==> config.mk <==
export PLATFORM = sky130hd
export DESIGN_NAME = speed_ctrl
export DESIGN_NICKNAME = d
export VERILOG_FILES = /design/src/rtl/speed_pkg.sv /design/src/rtl/btn_debounce.sv /design/src/rtl/speed_ctrl.sv
export SDC_FILE = /design/constraint.sdc
export NUM_CORES = 1
export LEC_CHECK = 0
export BUFFER_PORTS_ARGS = -buffer_cell sky130_fd_sc_hd__buf_2
export CAP_MARGIN = 20
export CORE_UTILIZATION = 30
export DETAILED_ROUTE_END_ITERATION = 7
export SYNTH_ARGS = -nofsm -noshare
export SYNTH_HDL_FRONTEND = slang
export SYNTH_HIERARCHICAL = 1
export SYNTH_SLANG_ARGS = --single-unit
==> constraint.sdc <==
create_clock -name clk -period 6 [get_ports clk]
set_input_delay 0.3 -clock clk [delete_from_list [all_inputs] [get_ports clk]]
set_output_delay 0.3 -clock clk [all_outputs]
set_load 0.01 [all_outputs]
==> src/rtl/speed_pkg.sv <==
// -----------------------------------------------------------------------------
// speed_pkg
// Shared types and constants for the game-speed path. The speed controller
// produces a rate_t and the game clock divider consumes the same type, so both
// sides agree on the encoding: 00 is the fastest tick rate and 11 the slowest.
//
// Contents:
//   rate_t        2-bit rate select
//   RATE_*        named rate values (fastest, slowest, power-on default)
//   req_e         classification of the requests arriving in one cycle
//   rate_next()   saturating one-step move of a rate value
// -----------------------------------------------------------------------------
package speed_pkg;

  typedef logic [1:0] rate_t;

  localparam rate_t RATE_FASTEST = 2'b00;
  localparam rate_t RATE_SLOWEST = 2'b11;
  localparam rate_t RATE_DEFAULT = 2'b10;

  // Requests seen in one cycle. Opposing requests cancel each other.
  typedef enum logic [1:0] {
    REQ_NONE     = 2'b00,
    REQ_FASTER   = 2'b01,
    REQ_SLOWER   = 2'b10,
    REQ_CONFLICT = 2'b11
  } req_e;

  // Moves the rate one step in the requested direction and saturates at the
  // ends, so the rate can never wrap from 00 to 11 or back.
  function automatic rate_t rate_next(input rate_t cur, input req_e req);
    rate_t nxt;
    nxt = cur;
    case (req)
      REQ_FASTER: if (cur != RATE_FASTEST) nxt = cur - 2'd1;
      REQ_SLOWER: if (cur != RATE_SLOWEST) nxt = cur + 2'd1;
      default:    nxt = cur;
    endcase
    return nxt;
  endfunction

endpackage

==> src/rtl/btn_debounce.sv <==
// -----------------------------------------------------------------------------
// btn_debounce
// Cleans up one raw mechanical push-button. The raw level is brought into the
// clk domain with a two-flop synchroniser, then only accepted once it has held
// a new value for DEBOUNCE_CYCLES consecutive cycles. A single-cycle pulse is
// produced on an accepted rising level, so holding the button gives exactly
// one pulse and a release/re-press is needed for the next.
//
// Ports:
//   clk_i    system clock
//   rst_i    synchronous active-high reset, clears all state
//   btn_i    raw asynchronous button, high = pressed
//   press_o  one-cycle pulse when a press has been accepted
// -----------------------------------------------------------------------------
module btn_debounce #(
  parameter int DEBOUNCE_CYCLES = 1_000_000
) (
  input  logic clk_i,
  input  logic rst_i,
  input  logic btn_i,
  output logic press_o
);

  // Counter must be able to hold DEBOUNCE_CYCLES-1; keep at least one bit.
  localparam int CW = (DEBOUNCE_CYCLES > 1) ? $clog2(DEBOUNCE_CYCLES) : 1;
  localparam logic [CW-1:0] CNT_LAST = CW'(DEBOUNCE_CYCLES - 1);

  logic          sync1_q;
  logic          sync2_q;
  logic          level_q;
  logic          level_d;
  logic          levelDly_q;
  logic [CW-1:0] count_q;
  logic [CW-1:0] count_d;

  // The counter only runs while the synchronised input disagrees with the
  // accepted level; any cycle of agreement (a bounce) restarts it from zero.
  always_comb begin
    level_d = level_q;
    count_d = '0;
    if (sync2_q != level_q) begin
      if (count_q == CNT_LAST) begin
        level_d = sync2_q;
        count_d = '0;
      end else begin
        count_d = count_q + 1'b1;
      end
    end
  end

  // Synchroniser, debounce state and the delayed level used for edge detect.
  always_ff @(posedge clk_i) begin
    if (rst_i) begin
      sync1_q    <= 1'b0;
      sync2_q    <= 1'b0;
      level_q    <= 1'b0;
      levelDly_q <= 1'b0;
      count_q    <= '0;
    end else begin
      sync1_q    <= btn_i;
      sync2_q    <= sync1_q;
      level_q    <= level_d;
      levelDly_q <= level_q;
      count_q    <= count_d;
    end
  end

  assign press_o = level_q & ~levelDly_q;

endmodule

==> src/rtl/speed_ctrl.sv <==
// -----------------------------------------------------------------------------
// speed_ctrl
// Owns the 2-bit game speed setting that feeds the game clock divider. Two
// debounced push-buttons step the rate faster or slower, and when auto_en is
// high every AUTO_STEP scored points request one automatic faster step. The
// rate saturates at both ends and opposing requests in the same cycle cancel.
//
// Ports:
//   clk           system clock
//   rst           synchronous active-high reset
//   btn_faster    raw button, high = pressed, requests a faster rate
//   btn_slower    raw button, high = pressed, requests a slower rate
//   score_inc     one-cycle pulse per point scored
//   auto_en       level, enables the automatic speed-up
//   clk_rate      registered rate select (00 fastest .. 11 slowest)
//   rate_changed  registered, high in the first cycle clk_rate shows a new value
//   at_fastest    clk_rate is 00
//   at_slowest    clk_rate is 11
// -----------------------------------------------------------------------------
module speed_ctrl
  import speed_pkg::*;
#(
  parameter int    DEBOUNCE_CYCLES = 1_000_000,
  parameter int    AUTO_STEP       = 10,
  parameter rate_t RATE_RST        = RATE_DEFAULT
) (
  input  logic  clk,
  input  logic  rst,
  input  logic  btn_faster,
  input  logic  btn_slower,
  input  logic  score_inc,
  input  logic  auto_en,
  output rate_t clk_rate,
  output logic  rate_changed,
  output logic  at_fastest,
  output logic  at_slowest
);

  localparam int PW = $clog2(AUTO_STEP + 1);
  localparam logic [PW-1:0] POINTS_LIMIT = PW'(AUTO_STEP);

  logic          pressFaster;
  logic          pressSlower;
  logic [PW-1:0] points_q;
  logic [PW-1:0] points_d;
  logic          autoReq;
  req_e          req;
  rate_t         rate_q;
  rate_t         rate_d;
  logic          rateChanged_q;

  btn_debounce #(
    .DEBOUNCE_CYCLES(DEBOUNCE_CYCLES)
  ) u_deb_faster (
    .clk_i  (clk),
    .rst_i  (rst),
    .btn_i  (btn_faster),
    .press_o(pressFaster)
  );

  btn_debounce #(
    .DEBOUNCE_CYCLES(DEBOUNCE_CYCLES)
  ) u_deb_slower (
    .clk_i  (clk),
    .rst_i  (rst),
    .btn_i  (btn_slower),
    .press_o(pressSlower)
  );

  // Point counter: counts scored points while auto speed-up is enabled. The
  // point that would reach AUTO_STEP clears the counter and raises autoReq in
  // the same cycle. The counter clears even if that request gets cancelled by
  // a simultaneous slower press, so the next auto step needs a full AUTO_STEP.
  always_comb begin
    points_d = points_q;
    autoReq  = 1'b0;
    if (!auto_en) begin
      points_d = '0;
    end else if (score_inc) begin
      if (points_q + 1'b1 == POINTS_LIMIT) begin
        points_d = '0;
        autoReq  = 1'b1;
      end else begin
        points_d = points_q + 1'b1;
      end
    end
  end

  // Classify this cycle's requests, then apply the saturating step.
  always_comb begin
    req = REQ_NONE;
    case ({pressSlower, pressFaster | autoReq})
      2'b01:   req = REQ_FASTER;
      2'b10:   req = REQ_SLOWER;
      2'b11:   req = REQ_CONFLICT;
      default: req = REQ_NONE;
    endcase
    rate_d = rate_next(rate_q, req);
  end

  // Rate register plus a change flag that is only set when the stored value
  // really moves, so saturated or cancelled requests never pulse it.
  always_ff @(posedge clk) begin
    if (rst) begin
      rate_q        <= RATE_RST;
      rateChanged_q <= 1'b0;
      points_q      <= '0;
    end else begin
      rate_q        <= rate_d;
      rateChanged_q <= (rate_d != rate_q);
      points_q      <= points_d;
    end
  end

  assign clk_rate     = rate_q;
  assign rate_changed = rateChanged_q;
  assign at_fastest   = (rate_q == RATE_FASTEST);
  assign at_slowest   = (rate_q == RATE_SLOWEST);

endmodule

==> impl_metrics.csv <==
group,metric,value,unit
place,gp_congestion,0.7737,
setup_path,critPathKind,"reg -> reg",
power_and_ir_drop,p_switching,0.0001242,W
routing,drt_pass1_iterations,4,
power_and_ir_drop,power_frac_seq,63.8,%
clock_tree,cts.path.max_buffers,2,
clock_tree,cts_tree,"yes",
layout,nNetsFinal,311,
logic_synthesis,syn_area,0.002537,sq mm
die,pin_count,11,
sta,fin_tns_setup,0,ns
die,die_h,93.97,microns
sta,rsz0062_at_grt,"false",
sta,max_slew_margin,59.18,%
sta,hold_viol,0,
status,status,"completed",
power_and_ir_drop,p_int,0.0004528,W
global_routing,grt_usage,10.67,%
layout,nFillCells,845,
place,portBuffers,10,
routing,ant_nets,0,
routing,drtIter0Drc,98,
layout,n_antenna_cell,0,
layout,post_route_cells_drive_above_1_share,8.000,%
run,max-cap-violations,0,
clock_tree,cts_sinks,55,
global_routing,antenna_found_initial,0,
global_routing,grt_max_degree,20,
power_and_ir_drop,p_clk_share,34.2,%
clock_tree,h-tree-depth,2,
die,dieArea,0.008829,sq mm
power_and_ir_drop,p_per_area,208.2,mW/mm^2
logic_synthesis,synth_edf_count,0,
routing,via_count,1991,
layout,fin_cells,405,
logic_synthesis,ys_types,36,
clock_tree,cts_setup_buffers,0,
logic_synthesis,synth_seq_cells,55,
sta,max_freq,0.4990,GHz
layout,regArea,0.001101,sq mm
sta,setup_viol,0,
setup_path,worstSetupStartpoint,"points_q[0]",
sta,fin_hold_ws,0.2155,ns
clock_tree,cts_buffers,5,
place,post-dp-hpwl,3117,microns
die,core_area,0.008217,sq mm
setup_path,startpoint_type,"register",
logic_synthesis,synth_fp_nets,298,
hold_path,hp-start,"btn_faster",
logic_synthesis,synth_area_per_cell,8.872,sq um
setup_path,reg2reg_depth,6,
logic_synthesis,yosysWarningCount,6,
die,num_rows,33,
logic_synthesis,ys.flop_type,"dfxtp_1",
setup_path,critPathRequiredTime,6.18,ns
clock_tree,cts_root_buffer,"clkbuf_8",
global_routing,grt_pass1_vias,1729,
setup_path,r2r-start,"points_q[0]",
power_and_ir_drop,switching_share,21.52,%
sta,min_period_over_period,33.40,%
clock_tree,ctsHoldBuffers,0,
logic_synthesis,syn_inst,286,
logic_synthesis,synthArstFlopShare,0,%
sta,timing.final.ws_setup,3.996,ns
layout,layout.cells.most_common,"dfxtp_1",
sta,period_needed,2.004,ns
power_and_ir_drop,ir_worst_vdd,0.00007396,V
die,start_util,30.88,%
power_and_ir_drop,power.leakage,0.8247,nW
place,dp.cells,397,
global_routing,grt_first_pass_wirelength,7617,microns
routing,wirelength,4365,microns
sta,finClkSkew,0.009717,ns
routing,avgRoutedWirePerCell,10.78,microns
logic_synthesis,seq_area_frac_synth,43.39,%
routing,drc,0,
setup_path,worstPathArrival,2.19,ns
sta,slew_viol_final,0,
layout,multiInputGateArea,0.001351,sq mm
power_and_ir_drop,p_comb_share,2.0,%
routing,viasPerCell,4.916,
global_routing,gr-total-overflow,0,
sta,tightest_slew,0.6067,ns
setup_path,setup.worst_path.end_class,"register",
place,dp_slack,4.011,ns
clock_tree,clkTransAtPathRegs,0.10,ns
clock_tree,worstSkewPairLatency,0.30,ns
hold_path,hold_class,"in -> reg",
die,die_x,93.97,microns
clock_tree,cts_resized,0,
setup_path,cp_max_fo,6,
layout,areaGrowthSynthToFinish,9.221,%
layout,mostFrequentLayoutCells,"55 x dfxtp_1, 42 x nor2_1, 20 x xnor2_1, 20 x nand4_1, 15 x xor2_1",
hold_path,worstHoldPathCells,2,
[flip-flops by register name (all words and copies together) (netlist names)]
| name | flops |
|---|---|
| u_deb_faster/count_q | 20 |
| u_deb_slower/count_q | 20 |
| points_q | 4 |
| clk_rate | 2 |
| rate_changed | 1 |
| u_deb_faster/levelDly_q | 1 |
| u_deb_faster/level_q | 1 |
| u_deb_faster/sync1_q | 1 |
| u_deb_faster/sync2_q | 1 |
| u_deb_slower/levelDly_q | 1 |
| u_deb_slower/level_q | 1 |
| u_deb_slower/sync1_q | 1 |
| u_deb_slower/sync2_q | 1 |
[synth_stat cells (all sizes together), types with 2 or more instances]
cell	instances	area share, %
dfxtp	55	43
nor2	42	6.2
and2	3	0.79
and3	2	0.49
nand4	20	4.9
a31o	2	0.69
nor4bb	2	0.79
o22ai	2	0.49
o21ai	11	3.1
nand3	14	2.8
or4b	2	0.79
clkbuf	2	0.39
inv	14	2.1
xor2	15	5.2
a21oi	11	2.2
nor4	10	2.5
or3	10	2.9
ha	6	3.0
xnor2	20	6.9
nor3	5	0.99
nor2b	9	2.2
nand2	12	1.8
or4	3	0.89
and4	4	1.4
buf	2	0.89
[per-stage QoR]
stage	cell area (sq um)	power, W	util [%]
finish	2771	0.0005769	33.73
global route	2771	0.0006067	33.73
CTS	2771	0.0005897	33.73
detailed placement	2686	0.0003886	32.69
global placement	2686	0.0003885	32.69
floorplan	2537	0.0003838	-
[metal layers]
layer | up-vias | GRT usage (%) | part of all wire, %
met4 | 0 | 4.615 | 1.4
met3 | 4 | 1.456 | 2.0
met1 | 925 | 14.73 | 52
met5 | - | 0 | 0
met2 | 21 | 16.48 | 45
li1 | 1041 | - | -
[final cells by class]
cell class / count / share of cell area [%]
multi-input cells: 213 / 48.76
clock buffers: 6 / 2.619
inverters: 14 / 1.896
repair buffers: 10 / 1.806
well taps: 105 / 4.740
clock inverters: 2 / 0.4515
flip-flops and latches: 55 / 39.73
[kinds of logic (layout without fill, tap and decap cells)]
family | after synthesis | after routing | share of synthesized area, %
compound gates | 32 | 32 | 8.334
flops | 55 | 55 | 43.39
buf+inv | 18 | 32 | 3.353
xor+xnor | 35 | 35 | 12.08
simple gates | 140 | 140 | 29.88
fa+ha+maj | 6 | 6 | 2.959
[critical path, stage by stage, from the launching register on]
cell,delay (ns)
dfxtp_1,0.42
ha_1,0.27
xnor2_1,0.10
and2_1,0.18
a41o_1,0.25
ha_1,0.32
a2111oi_0,0.34
[final timing paths]
| kind | to | slack [ns] |
|---|---|---|
| max | rate_changed | 4.00 |
| min | u_deb_faster/sync1_q | 0.22 |
| max reg2reg | rate_changed | 4.00 |
| min reg2reg | u_deb_slower/sync2_q | 0.44 |
[power by group through the flow]
stage               sequential, W  clock (W)  combinational (W)
CTS                      0.000368   0.000210          0.0000118
global placement         0.000377          0          0.0000116
floorplan                0.000377          0         0.00000719
finish                   0.000368   0.000197          0.0000115
global route             0.000369   0.000225          0.0000131
detailed placement       0.000377          0          0.0000117
Note: power is estimated with default switching activity, not from simulation.
